--- src/rtl/param_down_counter_if.sv ---
// param_down_counter_if: load/decrement control and status bundle for param_down_counter
interface param_down_counter_if #(
   parameter int WIDTH = 4
);
   logic             set;
   logic [WIDTH-1:0] load_val;
   logic             dec;
   logic             auto_reload;
   logic [WIDTH-1:0] count;
   logic             nill;
   logic             tc_pulse;
   logic             busy;
   logic             underflow;
   modport master (
      output set, load_val, dec, auto_reload,
      input  count, nill, tc_pulse, busy, underflow
   );
   modport slave (
      input  set, load_val, dec, auto_reload,
      output count, nill, tc_pulse, busy, underflow
   );
endinterface

--- src/rtl/param_down_counter.sv ---
// param_down_counter: loadable down counter with auto-reload, tc pulse and sticky underflow; COUNTER_PRESCALE_EN adds a dec prescaler
module param_down_counter #(
   parameter int WIDTH    = 4,
   parameter int PRESCALE = 4
) (
   input  logic                clk,
   input  logic                rst_n,
   param_down_counter_if.slave bus
);
   typedef enum logic [1:0] {IDLE, RUN, DONE} state_t;
   state_t           r_state, w_next;
   logic [WIDTH-1:0] r_count, r_reload;
   logic             r_tc, r_uf, w_run, w_acc, w_last;
   if (WIDTH < 2 || WIDTH > 16 || PRESCALE < 2 || PRESCALE > 256) begin : g_illegal_params
      $error("param_down_counter: WIDTH or PRESCALE out of range");
   end
   assign w_run  = r_state == RUN;
   assign w_last = r_count == WIDTH'(1);
`ifdef COUNTER_PRESCALE_EN
   localparam int PW = $clog2(PRESCALE);
   logic [PW-1:0] r_pre;
   assign w_acc = w_run && bus.dec && !bus.set && r_pre == PW'(PRESCALE - 1);
   // leaving RUN only happens via set or an accepted terminal decrement, both clear it
   always_ff @(posedge clk)
      if (!rst_n || bus.set || w_acc) r_pre <= '0;
      else if (w_run && bus.dec) r_pre <= r_pre + 1'b1;
`else
   assign w_acc = w_run && bus.dec && !bus.set;
`endif
   always_ff @(posedge clk)
      r_state <= !rst_n ? IDLE : w_next;
   always_comb
      w_next = bus.set ? (bus.load_val != '0 ? RUN : DONE)
             : (w_acc && w_last && !bus.auto_reload) ? DONE : r_state;
   always_ff @(posedge clk)
      if (!rst_n) begin
         r_count  <= '0;
         r_reload <= '0;
         r_tc     <= 1'b0;
         r_uf     <= 1'b0;
      end else begin
         r_tc <= w_acc && w_last;
         r_uf <= !bus.set && (r_uf || (bus.dec && !w_run));
         if (bus.set) begin
            r_count  <= bus.load_val;
            r_reload <= bus.load_val;
         end else if (w_acc) r_count <= w_last ? (bus.auto_reload ? r_reload : '0) : r_count - 1'b1;
      end
   always_comb begin
      bus.count     = r_count;
      bus.nill      = !w_run;
      bus.busy      = w_run;
      bus.tc_pulse  = r_tc;
      bus.underflow = r_uf;
   end
endmodule

--- src/flat_wrapper.sv ---
// flat-port wrapper written by rule: the top's interface ports become plain ports
module param_down_counter_flat 
#(
   parameter int WIDTH    = 4,
   parameter int PRESCALE = 4
)
  (clk, rst_n, bus_set, bus_load_val, bus_dec, bus_auto_reload, bus_count, bus_nill, bus_tc_pulse, bus_busy, bus_underflow);
  param_down_counter_if #(.WIDTH(WIDTH)) bus_i ();
  input  logic clk;
  input  logic rst_n;
  input wire logic [$bits(bus_i.set)-1:0] bus_set;
  input wire logic [$bits(bus_i.load_val)-1:0] bus_load_val;
  input wire logic [$bits(bus_i.dec)-1:0] bus_dec;
  input wire logic [$bits(bus_i.auto_reload)-1:0] bus_auto_reload;
  output wire logic [$bits(bus_i.count)-1:0] bus_count;
  output wire logic [$bits(bus_i.nill)-1:0] bus_nill;
  output wire logic [$bits(bus_i.tc_pulse)-1:0] bus_tc_pulse;
  output wire logic [$bits(bus_i.busy)-1:0] bus_busy;
  output wire logic [$bits(bus_i.underflow)-1:0] bus_underflow;
  assign bus_i.set = bus_set;
  assign bus_i.load_val = bus_load_val;
  assign bus_i.dec = bus_dec;
  assign bus_i.auto_reload = bus_auto_reload;
  assign bus_count = bus_i.count;
  assign bus_nill = bus_i.nill;
  assign bus_tc_pulse = bus_i.tc_pulse;
  assign bus_busy = bus_i.busy;
  assign bus_underflow = bus_i.underflow;
  param_down_counter #(.WIDTH(WIDTH), .PRESCALE(PRESCALE)) u_core (.clk(clk), .rst_n(rst_n), .bus(bus_i));
endmodule
--- config.mk ---
export PLATFORM = sky130hd
export DESIGN_NAME = param_down_counter_flat
export DESIGN_NICKNAME = d
export VERILOG_FILES = /design/src/rtl/param_down_counter_if.sv /design/src/rtl/param_down_counter.sv /design/src/flat_wrapper.sv
export SDC_FILE = /design/constraint.sdc
export NUM_CORES = 1
export LEC_CHECK = 0
export CAP_MARGIN = 40
export CORE_MARGIN = 2
export CORE_UTILIZATION = 45
export CTS_CLUSTER_SIZE = 24
export DETAILED_ROUTE_END_ITERATION = 8
export GPL_ROUTABILITY_DRIVEN = 0
export PLACE_DENSITY = 0.75
export SKIP_CTS_REPAIR_TIMING = 1
export SYNTH_ARGS = -nofsm -noshare
export SYNTH_HDL_FRONTEND = slang
export SYNTH_SLANG_ARGS = --single-unit
--- constraint.sdc ---
create_clock -name clk -period 3.1 [get_ports clk]
set_input_delay 0.31 -clock clk [delete_from_list [all_inputs] [get_ports clk]]
set_output_delay 0.31 -clock clk [all_outputs]
set_load 0.02 [all_outputs]
; ---- After elaboration in Yosys (flattened, before gate mapping)
; Index checks and enable logic that the tools add are counted.
[word_totals]
in_bits = 9
register_bits = 12
output_inout_bits = 8
[op_classes]
n_addsub = 1
n_eq_ne = 2
mux = 7
reduce_logical = 13
[ops]
columns = operator, n
row1 = $mux W4, 4
row2 = $logic_and A1 B1 Y1, 6
row3 = $mux W2, 3
row4 = $eq A4 B1 Y1 const B, 1
row5 = $reduce_bool A2 Y1, 2
row6 = $reduce_bool A4 Y1, 1
row7 = $sub A4 B1 Y4 const B, 1
row8 = $logic_not A1 Y1, 3
row9 = $eq A2 B1 Y1 const B, 1
row10 = $logic_or A1 B1 Y1, 1

; ---- Longest topological paths before layout
[logic_depth]
depth_word = 7
mapped_depth = 7
mapped_depth_nobuf = 6

; ---- Worst setup path after synthesis
; Ideal clock, no wire load.
[synth_path]
kind = register to register
start = register u_core.r_count[0], in the netlist u_core.bus.count[0]
end = register u_core.r_state[0]
required_time_ns = 2.964
stages_incl_launch_ff = 7
synth_period_minus_slack_ns = 1.672
setup_time_ns = 0.136
path_slack_ns = 1.428
arrival_ns = 1.536
cell_sequence = dfxtp_1 -> ha_1 -> or3b_1 -> buf_2 -> nor3_2 -> or3b_1 -> a21boi_1
[synth_via]
elab_chain_cells = 4
[synth_rtl]
columns = element, line
row1 = from (decl), param_down_counter.sv:12  ; logic [WIDTH-1:0] r_count, r_reload;
row2 = from (signal assigned), param_down_counter.sv:45  ; r_count <= bus.load_val;
row3 = from (signal assigned), param_down_counter.sv:47  ; end else if (w_acc) r_count <= w_last ? (bus.auto_reload ? r_reload : '0) : r_count - 1'b1;
row4 = $eq A4 B1 Y1, param_down_counter.sv:18  ; assign w_last = r_count == WIDTH'(1);
row5 = $logic_and A1 B1 Y1 (2 in a row), param_down_counter.sv:34  ; : (w_acc && w_last && !bus.auto_reload) ? DONE : r_state;
row6 = $reduce_bool A2 Y1 (no source line), --
row7 = to (signal assigned), param_down_counter.sv:31  ; r_state <= !rst_n ? IDLE : w_next;
row8 = to (decl), param_down_counter.sv:11  ; state_t r_state, w_next;
; No other way between the ends.
; A chain may end at the register's enable or synchronous reset.

; ---- Worst setup path in the final report
; Same ends and word-level chain as after synthesis.

==> flow_summary.ini <==
[finish]
multi_input_area_um2 = 370.4
antenna_cells = 0
area_growth_pct = 29.98
finalCoreUtilization_pct = 63.82
seq_area_um2 = 240.2
drive_above_1_share_pct = 8.140
nets = 98
fill_cells = 110

[grt]
grt_overflow = 0
antenna_found_initial = 0
grt_max_degree = 19
track_usage_pct = 17.43
grt_pass1_wl_mm = 2.359
grt_pass1_vias = 533

[sta]
setup_violations = 0
rsz0062_at_grt = no
skew_ps = 7.008
final_max_slew_viol_count = 0
hold_violations = 0
relSlewSlack_pct = 60.76
worst_pin_slew_ps = 586.8
fin_crit_ps = 1743
fin_setup_tns_ps = 0
fmax_mhz = 573.8
finalCritPeriodShare_pct = 56.22

[routing]
postRouteAntennaNets = 0
num_vias = 574
drt-initial-drc-count = 22
dr.pass1.iters = 4
wl_mm = 1.348
route.detailed.drc = 0
wire_per_inst_um = 13.35
viasPerCell = 5.683

[worst_setup_path]
cp_num_buf_inv = 0
crit_type = reg -> reg
cpMostUsedCell = or3b_1
worstPathArrival_ps = 1880
r2r_start = u_core.bus.count[0]
r2r-end = u_core.r_state[0]
crit_family = simple AND/OR/NAND/NOR gates
cp_slowest_stage_delay_ps = 480
endpoint = u_core.r_state[0]
critPathRequiredTime_ps = 3240
worst-path-stages = 5
cp_max_fo = 7
end_kind = register
rr_worst_depth = 5
ff2ff_setup_slack_ps = 1360
cp-startpoint = u_core.bus.count[0]
path_cells = ha_1 > or3b_1 > nor3_2 > or3b_1 > a21boi_1
cp-start-kind = register
slowest_stage = dfxtp_1

[floorplanning]
die_y_um = 41.92
fp.dieW_um = 41.92
start_util_pct = 49.10
row_count = 13
dieArea_um2 = 1757
core_area_um2 = 1318
ios = 17

[synth]
yosys_warnings = 0
avgSynthCellArea_um2 = 9.241
ys_seq_area_share_pct = 37.14
syn_nets = 81
synth_edf_count = 0
synth.cell_area_um2 = 646.9
synth_top_cell_by_area = dfxtp_1
synth.most_common_cell = dfxtp_1
ys_top_cells_by_area = dfxtp_1 (37%), nor2b_1 (6.8%), mux2i_1 (4.6%), nand4b_1 (4.1%), a21oi_1 (3.9%)
yosys-top-cells-count = dfxtp_1 (12), nor2b_1 (7), a21oi_1 (5)
yosysUniqueCellTypes = 33
ys_seq_elements = 12
synth_flop_cell = dfxtp_1
synth-async-reset-ratio_pct = 0
synth_top_cell_area_share_pct = 37.14
synthCells = 70

[cts]
clk_latency_ps = 270
cts_tree = yes
cts_sinks = 12
htreeDepth = 1
clk_pin_slew_ps = 70
numCtsBuffers = 3
clock_tree.buffer_depth = 2
root_buffer = clkbuf_4

[pwr]
leakagePower_nw = 0.3240
p_per_area_nw_per_um2 = 441.7
ir_worst_vdd_mv = 0.2370

[hold_path]
worstHoldStart = u_core.bus.underflow
min_path_type = reg -> reg

[flow_run]
maxCapViolCount = 0

[placement]
hpwl_um = 991
port_buffers = 16

[status]
outcome = finished, final reports clean
how the worst min path moves through the flow:
stage | end | cells after the start
after floorplan | u_core.bus.underflow | 2
after global placement | u_core.bus.underflow | 2
after detailed placement | u_core.bus.underflow | 2
after CTS | u_core.bus.underflow | 2
after global routing | u_core.r_reload[1] | 2
final | u_core.bus.underflow | 2
routing by layer:
layer	share of wire (%)	vias to the layer above	GRT usage (%)
met5	0	-	0
met4	1.1	0	7.742
met3	5.5	4	5.217
met2	43	25	25.31
met1	50	254	23.54
li1	-	291	-
kinds of logic after synthesis:
kind of cell | share of synthesized area (%)
compound gates | 18.76
flops | 37.14
simple gates | 29.98
mux | 4.642
buf+inv | 5.609
fa+ha+maj | 3.868
power by group:
group | internal, mW | switching, mW
clock | 0.0713 | 0.0523
combinational | 0.0387 | 0.0361
sequential | 0.163 | 0.00966
total | 0.273 | 0.0981
state kept, by name, summed over array words and instances, names as in the netlist:
register and count:
u_core.bus.tc_pulse 1, u_core.r_reload 4, u_core.bus.underflow 1, u_core.bus.count 4, u_core.r_state 2
layout make-up:
class	count	share of cell area (%)
Multi-Input combinational cell	50	44.05
Sequential cell	12	28.57
Timing Repair Buffer	16	19.05
Clock buffer	4	4.315
Tap cell	15	2.232
Inverter	4	1.786
cells in the final DEF (no fill, tap or decap):
master           Yosys  final
a2111oi_0            1      1
o21ai_0              1      1
o211ai_1             1      1
nand2_1              1      1
o311a_1              1      1
a21boi_1             1      1
clkdlybuf4s50_1      0     16
nand3_1              4      4
nor3_2               1      1
nor2_1               1      1
nand3_2              2      2
o221ai_1             1      1
and2_1               2      2
nor2b_1              7      7
o41ai_1              1      1
nand3b_1             1      1
o21a_1               1      1
a21oi_1              5      5
nor4b_1              1      1
clkbuf_4             0      3
o31a_1               1      1
dfxtp_1             12     12
clkbuf_8             0      1
inv_1                4      4
nand4b_1             3      3
nand2b_1             1      1
and3b_1              1      1
or3b_1               2      2
a211o_1              2      2
nor3_1               1      1
ha_1                 2      2
a31oi_1              1      1
mux2i_1              3      3
worst register-to-register path: stages, from the launching register on:
cell and delay (ps):
dfxtp_1 480, ha_1 290, or3b_1 480, nor3_2 180, or3b_1 130, a21boi_1 60
metrics by stage:
step                std cells  power, mW  cell area, um^2  setup WS [ps]  hold slack (ps)
floorplan                  70     0.2190            646.9           1428            472.8
global placement           97     0.2508            804.5           1319            498.5
detailed placement         97     0.2507            804.5           1292            504.6
CTS                       101     0.3750            840.8           1368            524.2
global route              101     0.3955            840.8           1246            548.2
finish                    101     0.3714            840.8           1357            514.9
No activity file was read; power rests on OpenSTA's default activity.
